`config.mk`:
```
export PLATFORM = sky130hd
export DESIGN_NAME = amo_responder
export DESIGN_NICKNAME = d
export VERILOG_FILES = /design/src/rtl/amo_responder.sv
export SDC_FILE = /design/constraint.sdc
export NUM_CORES = 2
export LEC_CHECK = 0
export ABC_AREA = 1
export BUFFER_PORTS_ARGS = -buffer_cell sky130_fd_sc_hd__buf_4
export CORE_ASPECT_RATIO = 1.75
export CORE_MARGIN = 1
export CORE_UTILIZATION = 55
export CTS_CLUSTER_SIZE = 25
export DETAILED_ROUTE_END_ITERATION = 6
export GPL_TIMING_DRIVEN = 0
export PLACE_DENSITY = 0.89
export SETUP_SLACK_MARGIN = 0.3
export SYNTH_ARGS = -nofsm -noshare
export SYNTH_HDL_FRONTEND = slang
export SYNTH_SLANG_ARGS = --single-unit
```
`constraint.sdc`:
```
create_clock -name clk_i -period 4 [get_ports clk_i]
set_input_delay 0.6 -clock clk_i [delete_from_list [all_inputs] [get_ports clk_i]]
set_output_delay 0.6 -clock clk_i [all_outputs]
set_load 0.1 [all_outputs]
```
`src/rtl/amo_responder.sv`:
```
// Atomic memory op responder (LR/SC + RMW AMOs); ack 1/2/3/4 cycles after request for SC-fail|NONE/SC/LR/RMW.
// Backpressure: holds mem_* outputs until mem_gnt_i; the requester holds req until the one-cycle ack.
package amo_pkg;
  typedef enum logic [3:0] {
    AMO_NONE, AMO_LR, AMO_SC, AMO_SWAP, AMO_ADD, AMO_AND,
    AMO_OR, AMO_XOR, AMO_MAX, AMO_MAXU, AMO_MIN, AMO_MINU
  } amo_op_t;

  typedef struct packed {
    logic        req;
    amo_op_t     amo_op;
    logic [1:0]  size;
    logic [63:0] operand_a;
    logic [63:0] operand_b;
  } amo_req_t;

  typedef struct packed {
    logic        ack;
    logic [63:0] result;
  } amo_resp_t;
endpackage

module amo_responder
  import amo_pkg::*;
#(
  parameter int unsigned RES_GRAN_LOG2 = 3
) (
  input  logic        clk_i,
  input  logic        rst_ni,
  input  amo_req_t    amo_req_i,
  output amo_resp_t   amo_resp_o,
  output logic        mem_req_o,
  output logic        mem_we_o,
  output logic [63:0] mem_addr_o,
  output logic [63:0] mem_wdata_o,
  output logic [7:0]  mem_be_o,
  input  logic        mem_gnt_i,
  input  logic        mem_rvalid_i,
  input  logic [63:0] mem_rdata_i
);

  typedef enum logic [2:0] {IDLE, READ, WAIT_RDATA, WRITE, RESP} state_t;

  state_t      state_q;
  amo_op_t     op_q;
  logic [1:0]  size_q;
  logic [63:0] addr_q;
  logic [63:0] data_q;
  logic        res_vld_q;
  logic [63-RES_GRAN_LOG2:0] res_addr_q;
  logic        ack_q;
  logic [63:0] result_q;

  logic        is_word_q;
  logic [31:0] old_w;
  logic [63:0] old_ext;
  logic [63:0] new_d;
  logic [31:0] new_w;
  logic [63:0] wdata_rmw;
  logic        res_hit_req;
  logic        res_hit_q;
  logic        unused_addr_lsb;

  function automatic logic [7:0] be_of(input logic [1:0] size, input logic a2);
    if (size == 2'b10) return a2 ? 8'hF0 : 8'h0F;
    return 8'hFF;
  endfunction

  function automatic logic [63:0] place(input logic [1:0] size, input logic a2,
                                        input logic [63:0] val);
    if (size == 2'b10) return a2 ? {val[31:0], 32'h0} : {32'h0, val[31:0]};
    return val;
  endfunction

  assign amo_resp_o.ack    = ack_q;
  assign amo_resp_o.result = result_q;
  assign unused_addr_lsb   = ^{amo_req_i.operand_a[1:0], addr_q[1:0]};

  assign is_word_q   = (size_q == 2'b10);
  assign old_w       = addr_q[2] ? mem_rdata_i[63:32] : mem_rdata_i[31:0];
  assign old_ext     = is_word_q ? {{32{old_w[31]}}, old_w} : mem_rdata_i;
  assign res_hit_req = res_vld_q && (amo_req_i.operand_a[63:RES_GRAN_LOG2] == res_addr_q);
  assign res_hit_q   = res_vld_q && (addr_q[63:RES_GRAN_LOG2] == res_addr_q);

  // Both widths are computed; the word result only ever lands in the addressed half.
  always_comb begin
    new_d = data_q;
    new_w = data_q[31:0];
    case (op_q)
      AMO_ADD: begin
        new_d = mem_rdata_i + data_q;
        new_w = old_w + data_q[31:0];
      end
      AMO_AND: begin
        new_d = mem_rdata_i & data_q;
        new_w = old_w & data_q[31:0];
      end
      AMO_OR: begin
        new_d = mem_rdata_i | data_q;
        new_w = old_w | data_q[31:0];
      end
      AMO_XOR: begin
        new_d = mem_rdata_i ^ data_q;
        new_w = old_w ^ data_q[31:0];
      end
      AMO_MAX: begin
        new_d = ($signed(mem_rdata_i) > $signed(data_q)) ? mem_rdata_i : data_q;
        new_w = ($signed(old_w) > $signed(data_q[31:0])) ? old_w : data_q[31:0];
      end
      AMO_MIN: begin
        new_d = ($signed(mem_rdata_i) < $signed(data_q)) ? mem_rdata_i : data_q;
        new_w = ($signed(old_w) < $signed(data_q[31:0])) ? old_w : data_q[31:0];
      end
      AMO_MAXU: begin
        new_d = (mem_rdata_i > data_q) ? mem_rdata_i : data_q;
        new_w = (old_w > data_q[31:0]) ? old_w : data_q[31:0];
      end
      AMO_MINU: begin
        new_d = (mem_rdata_i < data_q) ? mem_rdata_i : data_q;
        new_w = (old_w < data_q[31:0]) ? old_w : data_q[31:0];
      end
      default: ;
    endcase
    wdata_rmw = is_word_q ? place(size_q, addr_q[2], {32'h0, new_w}) : new_d;
  end

  always_ff @(posedge clk_i or negedge rst_ni) begin
    if (!rst_ni) begin
      state_q     <= IDLE;
      op_q        <= AMO_NONE;
      size_q      <= 2'b00;
      addr_q      <= '0;
      data_q      <= '0;
      res_vld_q   <= 1'b0;
      res_addr_q  <= '0;
      ack_q       <= 1'b0;
      result_q    <= '0;
      mem_req_o   <= 1'b0;
      mem_we_o    <= 1'b0;
      mem_addr_o  <= '0;
      mem_wdata_o <= '0;
      mem_be_o    <= '0;
    end else begin
      case (state_q)
        IDLE: begin
          if (amo_req_i.req) begin
            op_q       <= amo_req_i.amo_op;
            size_q     <= amo_req_i.size;
            addr_q     <= amo_req_i.operand_a;
            data_q     <= amo_req_i.operand_b;
            mem_addr_o <= {amo_req_i.operand_a[63:3], 3'b000};
            mem_be_o   <= be_of(amo_req_i.size, amo_req_i.operand_a[2]);
            case (amo_req_i.amo_op)
              AMO_NONE: begin
                result_q <= 64'd0;
                ack_q    <= 1'b1;
                state_q  <= RESP;
              end
              AMO_SC: begin
                res_vld_q <= 1'b0;
                if (res_hit_req) begin
                  result_q    <= 64'd0;
                  mem_req_o   <= 1'b1;
                  mem_we_o    <= 1'b1;
                  mem_wdata_o <= place(amo_req_i.size, amo_req_i.operand_a[2],
                                       amo_req_i.operand_b);
                  state_q     <= WRITE;
                end else begin
                  result_q <= 64'd1;
                  ack_q    <= 1'b1;
                  state_q  <= RESP;
                end
              end
              default: begin
                mem_req_o <= 1'b1;
                mem_we_o  <= 1'b0;
                state_q   <= READ;
              end
            endcase
          end
        end
        READ: begin
          if (mem_gnt_i) begin
            mem_req_o <= 1'b0;
            state_q   <= WAIT_RDATA;
          end
        end
        WAIT_RDATA: begin
          if (mem_rvalid_i) begin
            result_q <= old_ext;
            if (op_q == AMO_LR) begin
              res_vld_q  <= 1'b1;
              res_addr_q <= addr_q[63:RES_GRAN_LOG2];
              ack_q      <= 1'b1;
              state_q    <= RESP;
            end else begin
              mem_req_o   <= 1'b1;
              mem_we_o    <= 1'b1;
              mem_wdata_o <= wdata_rmw;
              state_q     <= WRITE;
            end
          end
        end
        WRITE: begin
          if (mem_gnt_i) begin
            mem_req_o <= 1'b0;
            mem_we_o  <= 1'b0;
            if (res_hit_q) res_vld_q <= 1'b0;
            ack_q     <= 1'b1;
            state_q   <= RESP;
          end
        end
        RESP: begin
          ack_q   <= 1'b0;
          state_q <= IDLE;
        end
        default: state_q <= IDLE;
      endcase
    end
  end

endmodule
```
==> results of run 1 <==
logic make-up after synthesis:
| family | count (synthesis) | share of synthesized area |
|---|---|---|
| flops | 330 | 0.231 |
| simple gates | 2772 | 0.322 |
| other cells | 1 | 0.000105 |
| xor+xnor | 31 | 0.00760 |
| compound gates | 1377 | 0.218 |
| fa+ha+maj | 290 | 0.102 |
| buf+inv | 1044 | 0.119 |
layer usage:
| layer | global-route usage | overflow |
|---|---|---|
| met1 | 0.738 | 32 |
| met2 | 0.990 | 1604 |
| met3 | 0.608 | 52 |
| met4 | 0.786 | 525 |
| met5 | 0.277 | 8 |
timing repair:
action / in CTS
buffers inserted: 34
hold buffers: 1
resized for setup: 373
cloned: 9
pin swaps: 82
hold endpoints to repair: 40
endpoints found under the setup margin: 97
per-stage QoR:
| step | cells | setup WS (ps) | hold WS (ps) | TNS (ps) | utilization |
|---|---|---|---|---|---|
| 4_1_cts | 7168 | -58.8 | 213 | -693 | 0.666 |
| 3_3_place_gp | 7059 | -2250 | 459 | -396910 | 0.619 |
| 2_1_floorplan | 5847 | 315 | 304 | 0 | - |
| 3_5_place_dp | 7062 | -2320 | 463 | -136070 | 0.621 |
==> run_results.csv, run 1 <==
group,metric,value,unit
clock_network,cts-root-buf,"clkbuf_16",
floorplan,start_util,0.556,
synth,async_flop_share,1.00,
clock_network,htree_levels,2,
placed_design,io_buffers,400,
synth,synth_cell_types,56,
floorplan,die_h,339,um
global_routing,grt_max_degree,114,
clock_network,cts_buffers,34,
synth,synth_area,0.0357,mm^2
global_routing,grt_usage,0.775,
clock_network,clock_path_buffers,3,
synth,yosysMostFrequentCell,"nand2_1",
placed_design,hpwl,161000,um
floorplan,num_rows,123,
synth,synthTopCellsByArea,"dfrtp_1 23%, nand2_1 16%, ha_1 10%, o21ai_0 8.4%, inv_1 7.1%",
synth,yosysWarnings,0,
status,toolErrorMsg,"[ERROR GRT-0116] Global routing finished with congestion. Check the congestion regions in the DRC Viewer.",
floorplan,die_w,195,um
global_routing,grt_pass1_wl,389000,um
synth,synth_top_cell_area_share,0.231,
synth,yosysSeqAreaShare,0.231,
clock_network,clock-sinks,330,
synth,synth_top_area_cell,"dfrtp_1",
floorplan,ioPinCount,406,
placed_design,post_dp_cell_area,0.0398,mm^2
synth,syn_avg_cell_area,6.11,um^2
synth,ys_top_cells_by_count,"1491 x nand2_1, 677 x inv_1, 612 x nor2_1, 602 x o21ai_0, 499 x nand3_1",
global_routing,grt_pass1_vias,54000,
global_routing,grt-ovfl-total,2221,
synth,syn-instance-count,5845,
synth,synth_edf_count,0,
status,outcome,"did not finish",
synth,ys.flop_type,"dfrtp_1",
status,stop_stage,"5_1_grt",
placed_design,gp_congestion,1.51,
synth,ys_seq_elements,330,
==> run 2, diff against run 1 <==
- CORE_ASPECT_RATIO: 1.75 -> not set
- CORE_UTILIZATION: 55 -> 40
- CTS_CLUSTER_SIZE: 25 -> not set
- PLACE_DENSITY: 0.89 -> not set
- PLACE_DENSITY_LB_ADDON: not set -> 0.15
- SETUP_SLACK_MARGIN: 0.3 -> not set
- clock period: 4 -> 5.2 ns (I/O delays scaled with it)
==> run 2 against run 1 <==
- the flow now finishes, with violations (capacitance limit, slew limit, setup timing)
- area after synthesis did not move
- synthesized cell count is the same
==> run_results.csv, run 2 <==
group,metric,value,unit
status,outcome,"finished with violations",
status,violations,"capacitance limit, slew limit, setup timing",
timing,fin_tns_setup,-4320,ps
timing,period_minus_slack,5610,ps
route,drt_iter0_markers,7881,
floorplan,num_rows,109,
layout,syn_to_final_growth,18.5,%
synth,ys_top_cells_by_count,"1491 x nand2_1, 677 x inv_1, 612 x nor2_1, 602 x o21ai_0, 499 x nand3_1",
synth,synth_cell_types,56,
timing,finalSetupViolations,38,
synth,yosysWarnings,0,
route,drt_first_pass_iters,7,
timing,slew_viol_final,99,
floorplan,die_h,301,um
global_routing,grt_pass1_vias,42700,
layout,fin_nets,6813,
timing,finalCritPeriodShare,1.08,
worst_setup_path,worst_setup_path_start_kind,"flip-flop",
floorplan,start_util,0.404,
placed_design,pre_cts_slack,-2080,ps
global_routing,grt_usage,0.527,
run,maxCapViolCount,13,
clock_network,htree_levels,2,
timing,finalWorstSetupSlack,-413,ps
synth,yosysSeqAreaShare,0.231,
worst_setup_path,critPathMaxFanout,10,
synth,ys_seq_elements,330,
clock_network,cts_tree,"yes",
hold_path,hp-class,"input pin to async pin",
synth,async_flop_share,1.00,
placed_design,gp_congestion,1.14,
synth,synthTopCellsByArea,"dfrtp_1 23%, nand2_1 16%, ha_1 10%, o21ai_0 8.4%, inv_1 7.1%",
clock_network,worstSkewPairLatency,640,ps
synth,syn-instance-count,5845,
timing,slew-limit-headroom,-0.132,
global_routing,grt_pass1_wl,333000,um
layout,final_cell_mix,"1475 x nand2_1, 670 x inv_1, 610 x nor2_1, 579 x o21ai_0, 510 x buf_4",
placed_design,io_buffers,400,
worst_setup_path,arrival,6140,ps
route,route.detailed.drc,0,
synth,syn_avg_cell_area,6.11,um^2
floorplan,die_w,301,um
timing,hold_viol_final,0,
clock_network,cts-root-buf,"clkbuf_16",
worst_setup_path,crit_type,"flip-flop to flip-flop",
synth,synth_top_cell_area_share,0.231,
worst_setup_path,end_kind,"flip-flop",
route,via_per_inst,6.31,
global_routing,grt_antenna_before_repair,24,
placed_design,hpwl,198000,um
route,ant_nets,0,
layout,drive_gt1_frac,0.115,
worst_setup_path,worstReg2RegEnd,"mem_wdata_o[60]",
worst_setup_path,cp_data_required_time,5730,ps
synth,yosysMostFrequentCell,"nand2_1",
route,routed-via-count,47500,
clock_network,clk_pin_slew,60,ps
worst_setup_path,timing.rr.start,"op_q[3]",
floorplan,ioPinCount,406,
floorplan,design.core.area,0.0884,mm^2
synth,ys.flop_type,"dfrtp_1",
synth,synth_top_area_cell,"dfrtp_1",
layout,largest_registers,"data_q (64), mem_wdata_o (64), result_q (64)",
timing,worst_pin_slew,1700,ps
timing,max_freq,178,MHz
route,drt-wirelength-per-cell,32.8,um
route,finalWirelength,247000,um
layout,layout_commonest_cell,"nand2_1",
global_routing,grt-ovfl-total,0,
timing,finalClockSkew,64.1,ps
clock_network,cts_buffers,39,
worst_setup_path,r2r_slack,-410,ps
floorplan,dieArea,0.0905,mm^2
clock_network,clock-sinks,330,
worst_setup_path,reg2reg_depth,13,
clock_network,clock_path_buffers,3,
global_routing,grt_max_degree,105,
synth,synth_area,0.0357,mm^2
synth,synth_edf_count,0,
## run 2: cell counts after synthesis
No cell type changed its count.
## run 2: per-stage QoR
step	instance area, um^2	std cells	hold WS [ps]	util
floorplan	35700	5847	443	-
global placement	40200	7412	455	0.455
detailed placement	40300	7416	460	0.456
CTS	42000	7497	166	0.475
global route	42300	7516	198	0.478
finish	42300	7526	139	0.479
## run 2: kinds of logic after synthesis
logic type | after synthesis | synth area share
XOR/XNOR | 31 | 0.00760
AND/OR/NAND/NOR | 2772 | 0.322
adder cells (fa/ha/maj) | 290 | 0.102
buffers and inverters | 1044 | 0.119
flip-flops | 330 | 0.231
AO/OA/AOI/OAI | 1377 | 0.218
other | 1 | 0.000105
## run 2: worst max-delay path: stages, from the launching register on
cell and delay (ps):
dfrtp_1 370, inv_1 90, nand2_1 90, inv_1 90, nand3_1 880, inv_1 450
clkdlybuf4s15_1 1140, clkbuf_1 1140, nand3_1 360, nand4_1 300, nand2_1 200, nand2_1 180
nand2_1 60, a21oi_1 160
## run 2: what timing repair did
action / in CTS / in global routing
setup endpoints to repair: 69 / 64
hold buffers: 0 / 0
pin swaps: 5 / 2
setup buffers: 13 / 16
gates resized for setup: 72 / 65
## run 2: final cells by class
class / count / area, um^2
buffer: 350 / 1710
sequential: 330 / 8270
inverter: 692 / 2640
multi-input combinational: 4473 / 23500
tap: 1165 / 1460
clock buffer: 51 / 1090
fill: 9563 / 46100
timing repair buffer: 434 / 3340
clock inverter: 19 / 324
antenna: 12 / 30.0
## run 2: worst max path at each step
stage                    start               to  depth (start not counted)
floorplan            addr_q[2]   mem_wdata_o[3]                         26
global placement     addr_q[2]  mem_wdata_o[47]                         20
detailed placement   addr_q[2]  mem_wdata_o[47]                         20
CTS                  addr_q[2]  mem_wdata_o[47]                         23
global route        data_q[30]   mem_wdata_o[2]                         22
finish                 op_q[3]  mem_wdata_o[60]                         13
## run 2: routing by layer
layer  share of wire  wire length [um]  GRT usage  vias to the layer above
met5         0.00049               121          0                        -
met3            0.15             37600      0.220                      836
li1                -                 -          -                    20200
met2            0.38             95100      0.714                     3877
met1            0.38             94200      0.677                    22600
met4           0.081             20000      0.350                       18
Power of run 2 is left out: the tool's default activity adds up to more than one toggle a clock period on the data nets, which glitch-free logic cannot reach.
